### src/rtl/riscv_pkg.sv
// Shared definitions for the branch/PC datapath: branch funct3 codes,
// PC-unit FSM encoding and default reset/trap addresses.
package riscv_pkg;

    localparam logic [2:0] F3_BEQ = 3'b000;
    localparam logic [2:0] F3_BNE = 3'b001;
    localparam logic [2:0] F3_BLT = 3'b100;
    localparam logic [2:0] F3_BGE = 3'b101;

    typedef enum logic {
        RUN  = 1'b0,
        TRAP = 1'b1
    } pc_state_e;

    localparam logic [31:0] DEFAULT_RESET_PC    = 32'h0000_0000;
    localparam logic [31:0] DEFAULT_TRAP_VECTOR = 32'h0000_0100;

    // Instruction fetch addresses must be word aligned.
    function automatic logic is_misaligned(input logic [31:0] addr);
        return addr[1:0] != 2'b00;
    endfunction

endpackage

### src/rtl/branch_cond.sv
// Branch condition resolver: maps funct3 and the flags of A-B onto a taken bit.
import riscv_pkg::*;

module branch_cond (
    input  logic [2:0] BranchType,
    input  logic       Zero,
    input  logic       Sign_Flag,
    output logic       cond
);

    // BLT/BGE read the raw sign of A-B; signed overflow is deliberately not corrected.
    always_comb begin
        cond = 1'b0;
        case (BranchType)
            F3_BEQ:  cond = Zero;
            F3_BNE:  cond = !Zero;
            F3_BLT:  cond = Sign_Flag;
            F3_BGE:  cond = !Sign_Flag;
            default: cond = 1'b0;
        endcase
    end

endmodule

### src/rtl/branch_pc_unit.sv
// Architectural PC register with branch/jump resolution and misaligned-target trap.
// Optional EPC output and register when BRANCH_PC_EPC_EN is defined.
import riscv_pkg::*;

module branch_pc_unit #(
    parameter logic [31:0] RESET_PC    = DEFAULT_RESET_PC,
    parameter logic [31:0] TRAP_VECTOR = DEFAULT_TRAP_VECTOR
) (
    input  logic        clk,
    input  logic        rst_n,
    input  logic        Zero,
    input  logic        Sign_Flag,
    input  logic [31:0] ALUResult,
    input  logic [31:0] ImmExt,
    input  logic        Branch,
    input  logic [2:0]  BranchType,
    input  logic        Jump,
    input  logic        JumpReg,
    input  logic        Stall,
    input  logic        TrapAck,
    output logic [31:0] PC,
    output logic [31:0] PCPlus4,
    output logic        Taken,
    output logic        Trap
`ifdef BRANCH_PC_EPC_EN
    ,
    output logic [31:0] EPC
`endif
);

    pc_state_e   state_q, state_d;
    logic [31:0] pc_q, pc_d;
    logic [31:0] target;
    logic        cond;
    logic        redirect;
    logic        enter_trap;

    branch_cond u_branch_cond (
        .BranchType (BranchType),
        .Zero       (Zero),
        .Sign_Flag  (Sign_Flag),
        .cond       (cond)
    );

    assign PCPlus4  = pc_q + 32'd4;
    assign target   = (Jump && JumpReg) ? (ALUResult & ~32'd1) : (pc_q + ImmExt);
    assign redirect = Jump || (Branch && cond);
    assign Taken    = (state_q == RUN) && !Stall && redirect;
    assign PC       = pc_q;
    assign Trap     = (state_q == TRAP);

    // NOTE: every output of this block gets a default first so no latch is inferred.
    always_comb begin
        state_d    = state_q;
        pc_d       = pc_q;
        enter_trap = 1'b0;
        case (state_q)
            RUN: begin
                if (Stall) begin
                    pc_d = pc_q;
                end else if (redirect) begin
                    if (is_misaligned(target)) begin
                        pc_d       = TRAP_VECTOR;
                        state_d    = TRAP;
                        enter_trap = 1'b1;
                    end else begin
                        pc_d = target;
                    end
                end else begin
                    pc_d = PCPlus4;
                end
            end
            TRAP: begin
                // The handler resumes sequentially from the vector.
                if (TrapAck) begin
                    pc_d    = PCPlus4;
                    state_d = RUN;
                end
            end
            default: begin
                pc_d    = RESET_PC;
                state_d = RUN;
            end
        endcase
    end

    // NOTE: sequential state uses non-blocking assignments so all registers update together.
    always_ff @(posedge clk or negedge rst_n) begin
        if (!rst_n) begin
            state_q <= RUN;
            pc_q    <= RESET_PC;
        end else begin
            state_q <= state_d;
            pc_q    <= pc_d;
        end
    end

`ifdef BRANCH_PC_EPC_EN
    logic [31:0] epc_q;

    always_ff @(posedge clk or negedge rst_n) begin
        if (!rst_n) begin
            epc_q <= 32'd0;
        end else if (enter_trap) begin
            epc_q <= pc_q;
        end
    end

    assign EPC = epc_q;
`else
    logic unused_enter_trap;
    assign unused_enter_trap = enter_trap;
`endif

endmodule
### config.mk
export PLATFORM = sky130hd
export DESIGN_NAME = branch_pc_unit
export DESIGN_NICKNAME = d
export VERILOG_FILES = /design/src/rtl/riscv_pkg.sv /design/src/rtl/branch_cond.sv /design/src/rtl/branch_pc_unit.sv
export SDC_FILE = /design/constraint.sdc
export NUM_CORES = 1
export LEC_CHECK = 0
export CAP_MARGIN = 20
export CELL_PAD_IN_SITES_DETAIL_PLACEMENT = 1
export CELL_PAD_IN_SITES_GLOBAL_PLACEMENT = 2
export CORE_MARGIN = 4
export CORE_UTILIZATION = 25
export DETAILED_ROUTE_END_ITERATION = 8
export GPL_ROUTABILITY_DRIVEN = 0
export HOLD_SLACK_MARGIN = 0.05
export PLACE_DENSITY_LB_ADDON = 0.2
export SKIP_LAST_GASP = 1
export SLEW_MARGIN = 10
export SYNTH_ARGS = -nofsm -noshare
export SYNTH_HDL_FRONTEND = slang
export SYNTH_SLANG_ARGS = --single-unit
### constraint.sdc
create_clock -name clk -period 2.9 [get_ports clk]
set_input_delay 0.58 -clock clk [delete_from_list [all_inputs] [get_ports clk]]
set_output_delay 0.58 -clock clk [all_outputs]
set_load 0.05 [all_outputs]
==> results.md, run 1 <==
- Post-synth ARST share: 1.00
- Initial antenna violation count: 0
- Worst R2R Start: PC[3]
- Dpl hpwl: roughly 16000 um
- Final setup viols: 0
- Status: completed
- MaxCap Viol Count: 0
- IO Count: 142
- DRT iter0 DRCs: roughly 260
- Critical path class: flip-flop to output port
- Setup repair after global routing missed its margin: yes
- Grt total ovfl: 0
- Final WL: 21100 um
- Clock buffer depth: 2
- First-pass GRT wire length: 32600 um
- Clk_lat worst skew: 0.30 ns
- Crit. End Element: output port
- ANT nets after route: 0
- Reg2reg path depth: 12
- Area Overhead vs Synth: 86.2%
- Vias in the first global route: roughly 5800
- Worst EP required: 2.32 ns
- Fin nets: 910
- Synth area leaders: dfrtp_1, ha_1, nor2_1, a21oi_1, nand2_1
- Die Ht: 136 um
- PD cells: 1190 nW/um2
- Pleak: 0.00325 uW
- Synth Register Bits: 33
- Critical path arrival: ~2.3 ns
- DR vias: 5300
- Syn_area_per_cell: 7.53 um2
- Final WS setup: between 0.04 and 0.05 ns
- Synth cell types: between 60 and 70
- Mapped Area: 4070 um2
- Root cell of the clock tree: clkbuf_16
- Worst-Margin Slew: 0.566 ns
- Hold Path Class: flip-flop to flip-flop
- Port Buffers: 140
- Met3 wire length: 970 um
- Top Layer Used: met4
- CTS tree: yes
- Gr usage total: 0.227
- Largest net degree at the start of global routing: 34
- Clock sink count: 33
- Worst Setup SP: PC[5]
- Biggest area consumer among synthesized cells: dfrtp_1
- Antenna cells: 0
- Initial Util: 0.255
- Die area: 18400 um2
- Post-Syn Instances: 541
- Post-CTS Hold Buffers: 0
- Post-synth EDFFs: 0
- Cts bufs inserted: 5
- Slew Limit Fails: 0
- Main flop type after synthesis: dfrtp_1
- Wl on met1: 8660 um
- Setup tns final: 0 ns
- Net Count, Synth: 650
- Final Hold Fails: 0
- Worst slack, placed: -0.678 ns
- Vias/cell: 5.21
- Worst setup path endpoint: PCPlus4[31]
- YS warnings: 0
- R2r setup slk: ~0.15 ns
- Crit path time final: 2.86 ns
- Hold depth: 1
- Worst slew margin: 0.623
- Worst Skew: 0.00674 ns
- Seq/Total Area, Yosys: 0.203
- CP max FO: 4
- Worst vdd ir: 0.000575 V
- Fmax achieved: 350 MHz
- Clk pin slew, worst setup/hold paths: 0.06 ns
- H-tree depth: 2
- DRC: 0
- Routed length per instance: between 20 and 25 um
- DRT Pass-1 Iters: 4
- Met2 wire len: 11000 um
- Startpoint Class: flip-flop
- Worst reg2reg endpoint: PC[31]
- Crit share post-route: 0.986
- Row count: 46
- Layout cells sized above 1: 0.332
- Synth top area share: 0.203
- Die width: 136 um
- Core ar.: 15900 um2
## layer usage
| metal | vias up | GRT usage |
|---|---|---|
| met2 | 133 | 0.413 |
| li1 | 2511 | - |
| met5 | - | 0 |
| met3 | 25 | 0.0401 |
| met4 | 0 | 0.0661 |
| met1 | 2631 | 0.271 |
## report_power, final
| group | leakage [uW] | switching [uW] | internal, uW |
|---|---|---|---|
| sequential | 0.000396 | 405 | 678 |
| combinational | 0.00278 | 4110 | 3230 |
| clock | 0.0000799 | 247 | 365 |
## repair_timing
item                       CTS  global route
setup endpoints to repair   28            28
pin swaps                   43            26
gates resized for setup     55            38
setup buffers               17             7
## synth_stat cells, types with 4 or more instances
master and instances:
ha_1 32, o21ai_0 30, and2_1 5, clkbuf_1 20, xnor2_1 24, nor3_1 12, nor2_1 63, o21ai_1 6
or3_1 4, a221oi_1 11, nand4_1 11, inv_1 15, o22ai_1 11, o21a_1 4, a211oi_1 5, nand2_1 60
dfrtp_1 33, nand3_1 15, and3_1 12, xor2_1 25, o31ai_1 4, a31oi_1 6, a22o_1 5, o211ai_1 8
a21oi_1 46, a21o_1 13
## cell families (layout without fill, tap and decap cells)
| kind of cell | after synthesis | in the layout | share of synthesized area |
|---|---|---|---|
| buf+inv | 40 | 301 | 0.0409 |
| mux | 3 | 3 | 0.00738 |
| compound gates | 177 | 177 | 0.297 |
| simple gates | 206 | 206 | 0.243 |
| xor+xnor | 49 | 49 | 0.105 |
| flops | 33 | 33 | 0.203 |
| fa+ha+maj | 33 | 33 | 0.103 |
## per-stage QoR
stage	power [uW]	util	area (um2)	hold WS (ns)	cells
after CTS	8830	0.462	7370	0.613	1011
after floorplan	4870	-	4180	0.284	541
after detailed placement	7780	0.430	6850	0.587	988
final	9040	0.476	7580	0.593	1018
after global placement	7670	0.430	6850	0.543	988
after global routing	9570	0.476	7580	0.647	1018
## state kept, by name, summed over array words and instances (netlist names)
register,flops
PC,32
Trap,1
## critical path, cell delays in order (launching register included)
cell,delay (ns)
dfrtp_2,0.42
nand2_1,0.14
nor3_4,0.27
nand3_2,0.19
nor3_2,0.19
buf_4,0.15
nand4_1,0.22
xnor2_4,0.24
buf_12,0.16
## placed cells by master, fill, tap and decap left out, types with 4 or more instances in the layout
master,count
buf_4,133
clkdlybuf4s50_1,101
nand2_1,59
nor2_1,54
a21oi_1,39
o21ai_0,27
buf_12,24
dfrtp_1,23
xor2_1,18
xnor2_1,18
ha_1,17
inv_1,14
nand3_1,14
a21o_1,13
ha_4,12
nand4_1,11
o22ai_1,11
dfrtp_2,10
nor3_1,10
and3_1,9
nor2_2,9
o211ai_1,8
o21ai_1,8
a221oi_1,8
dlygate4sd2_1,8
a21oi_2,7
xor2_2,6
xnor2_2,5
a31oi_1,5
and2_1,5
a221oi_2,5
a22o_1,5
clkbuf_16,5
buf_6,5
and3_4,4
o21a_1,4
or3_1,4
o31ai_1,4
dlymetal6s2s_1,4
## worst min-delay path by stage
stage	to	slack, ns	start
after global routing	PC[19]	0.65	PC[19]
after global placement	PC[4]	0.54	PC[4]
after CTS	PC[3]	0.61	PC[3]
after detailed placement	PC[4]	0.59	PC[4]
final	PC[19]	0.59	PC[19]
after floorplan	PC[0]	0.28	rst_n
## cell type report
cell class / instances / area, um2
Timing Repair Buffer: 277 / 2690
Sequential cell: 33 / 838
Multi-Input combinational cell: 468 / 3570
Clock buffer: 7 / 153
Tap cell: 216 / 270
Clock inverter: 1 / 5.00
Inverter: 16 / 61.3
Fill cell: 1877 / 8360
(Power assumes the default switching activity.)
==> run 2: changes to the inputs <==
--- a/config.mk
+++ b/config.mk
@@ -14,6 +14,7 @@
 export GPL_ROUTABILITY_DRIVEN = 0
 export HOLD_SLACK_MARGIN = 0.05
 export PLACE_DENSITY_LB_ADDON = 0.2
+export REMOVE_ABC_BUFFERS = 1
 export SKIP_LAST_GASP = 1
 export SLEW_MARGIN = 10
 export SYNTH_ARGS = -nofsm -noshare
==> run 2 against run 1 <==
Compared with the run above:
- the flow now finishes with violations (negative setup slack)
- non-clock buffer count grew 7
- routed wire length grew 0.85%
- final cell count grew 0.69%
- power grew 0.27%
- critical path type is now input pin to flip-flop
- largest power group unchanged
- highest routed layer unchanged
==> results.md, run 2 (synthesized netlist as in run 1, its figures left out) <==
- Max reg flops: 32 (unchanged)
- Die Ht: 136 um (unchanged)
- Fin util: 0.478 (+0.00275)
- HP Start: PC[19]
- Worst-Margin Slew: 0.540 ns (-0.0257 ns)
- CP Cell Sequence: clkdlybuf4s50_1 > ha_1 > nor3_2 > o21ai_1 > nand2_1 > a21oi_4 > buf_4 > or3_4 > a31oi_4 > xnor2_1 > a221oi_2 > a311oi_1
- Worst Skew: 0.00691 ns (+0.000173 ns)
- DRT iter0 DRCs: 309 (+20%)
- Root cell of the clock tree: clkbuf_16
- CP peak stage delay: 0.44 ns (+0.02 ns)
- CTS tree: yes
- Area Overhead vs Synth: 87.3%
- Fmax achieved: 339 MHz (-2.9%)
- Largest net degree at the start of global routing: 34 (unchanged)
- DR vias: 5403 (+1.9%)
- Cts bufs inserted: 5 (unchanged)
- H-tree depth: 2 (unchanged)
- Crit path time final: 2.95 ns (+0.0860 ns)
- ANT nets after route: 0 (unchanged)
- Routed length per instance: 20.8 um (+0.16%)
- Worst slew margin: 0.640 (+0.0171)
- Final WS setup: -0.0455 ns (-0.0860 ns)
- Clk pin slew, worst setup/hold paths: 0.06 ns (about the same)
- Commonest non-fill, non-tap cell in the layout: buf_4
- Port Buffers: 140 (unchanged)
- Clock sink count: 33 (unchanged)
- MaxCap Viol Count: 0 (unchanged)
- Initial antenna violation count: 0 (unchanged)
- Final setup viols: 2 (+2)
- Hold Path Class: flip-flop to flip-flop
- Worst R2R Start: PC[4]
- Initial Util: 0.255 (unchanged)
- PD cells: 1190 nW/um2 (-0.31%)
- R2r setup slk: 0 ns (-0.15 ns)
- Startpoint Class: input pin
- Critical-path top delay cell: clkdlybuf4s50_1
- Final Hold Fails: 0 (unchanged)
- DRC: 0 (unchanged)
- Slew Limit Fails: 0 (unchanged)
- Pleak: 0.00327 uW (+0.45%)
- Gr usage total: 0.227 (about the same)
- Vias in the first global route: 5936 (+2.7%)
- Vias/cell: 5.27 (+1.2%)
- Commonest non-fill, non-tap cells in the layout: buf_4, clkdlybuf4s50_1, nand2_1
- Core ar.: 15900 um2 (unchanged)
- Layout cells sized above 1: 0.333 (+0.000838)
- Worst reg2reg endpoint: PC[27]
- Worst Setup SP: ImmExt[11]
- Row count: 46 (unchanged)
- Clk_lat worst skew: 0.29 ns (about the same)
- First-pass GRT wire length: 32500 um (-0.30%)
- Clock buffer depth: 2 (unchanged)
- Crit share post-route: 1.02 (+0.0296)
- Crit. End Element: flip-flop
- Fin nets: 917 (+0.77%)
- Setup repair after global routing missed its margin: yes
- Reg2reg path depth: 13 (+1)
- Hold depth: 1 (unchanged)
- DRT Pass-1 Iters: 5 (+1)
- Worst EP required: 3.05 ns (+0.73 ns)
- Violations in the final reports: negative setup slack
- Die width: 136 um (unchanged)
- Worst vdd ir: 0.000647 V (+13%)
- Critical path arrival: 3.09 ns (+0.81 ns)
- CP top delay family: simple AND/OR/NAND/NOR gates
- Post-CTS Hold Buffers: 0 (unchanged)
- Critical path class: input pin to flip-flop
- Antenna cells: 0 (unchanged)
- Hold Slack: 0.601 ns (+0.00831 ns)
- Final WL: 21300 um (+0.85%)
- IO Count: 142 (unchanged)
- Worst Hold End: PC[19]
- Crit path buf inv count: 2 (unchanged)
- CP max FO: 3 (-1)
- Status: complete, but fails checks
- Grt total ovfl: 0 (unchanged)
- Die area: 18400 um2 (unchanged)
- Dpl hpwl: 16200 um (+0.47%)
[run 2: cell types whose count changed in the layout (fill, tap and decap cells not counted), moves of 3 or more]
cell,before,now
a21oi_2,7,3
nor2_2,9,6
buf_4,133,140
nor3_2,2,5
nor3_1,10,7
a21oi_1,39,43
dlygate4sd2_1,8,11
[run 2: cell type report]
type                            count  area (um2)
Inverter                           16        60.1
Clock inverter                      1        5.00
Sequential cell                    33         837
Tap cell                          216         270
Clock buffer                        7         153
Multi-Input combinational cell    468        3570
Fill cell                        1870        8320
Timing Repair Buffer              284        2730
[run 2: worst max path at each step]
stage	to	slack [ns]	cells past startpoint
finish	PC[27]	-0.05	12
global route	PCPlus4[19]	-0.1	9
CTS	PCPlus4[25]	-0.02	8
global placement	PC[30]	-0.54	14
floorplan	PCPlus4[28]	-0.63	8
detailed placement	PC[30]	-0.57	14
[run 2: through the flow]
stage / cells / power (uW) / setup TNS, ns / setup slack [ns] / cell area [um2]
after floorplan: 517 / 4740 / -14.57 / -0.631 / 3970
after global placement: 989 / 7600 / -8.71 / -0.539 / 6730
after detailed placement: 989 / 7720 / -10.25 / -0.571 / 6730
after CTS: 1018 / 8860 / -0.0262 / -0.0156 / 7350
after global routing: 1025 / 9590 / -1.12 / -0.0978 / 7630
final: 1025 / 9060 / -0.0802 / -0.0455 / 7630
[run 2: metal layers]
| metal | global-route usage | share of wire |
|---|---|---|
| met5 | 0 | 0 |
| met3 | 0.0383 | 0.044 |
| met2 | 0.425 | 0.53 |
| met4 | 0.0789 | 0.027 |
| met1 | 0.258 | 0.40 |
[run 2: timing repair]
action,in CTS,in global routing
gates cloned,0,0
gates resized for setup,61,50
pin swaps,39,17
setup endpoints to repair,32,30
setup buffers,22,7
[run 2: report_power, final]
group	internal, uW	leakage [uW]	switching (uW)
Clock	365	0.0000799	243
Combinational	3260	0.00279	4130
Sequential	679	0.000397	384
Total	4310	0.00327	4750
==> run 3: changes to the inputs <==
--- a/config.mk
+++ b/config.mk
@@ -12,7 +12,6 @@
 export CORE_UTILIZATION = 25
 export DETAILED_ROUTE_END_ITERATION = 8
 export GPL_ROUTABILITY_DRIVEN = 0
-export HOLD_SLACK_MARGIN = 0.05
 export PLACE_DENSITY_LB_ADDON = 0.2
 export REMOVE_ABC_BUFFERS = 1
 export SKIP_LAST_GASP = 1
==> results of run 3 <==
Same layout as run 2: the final DEF is identical, and so are final timing and power.
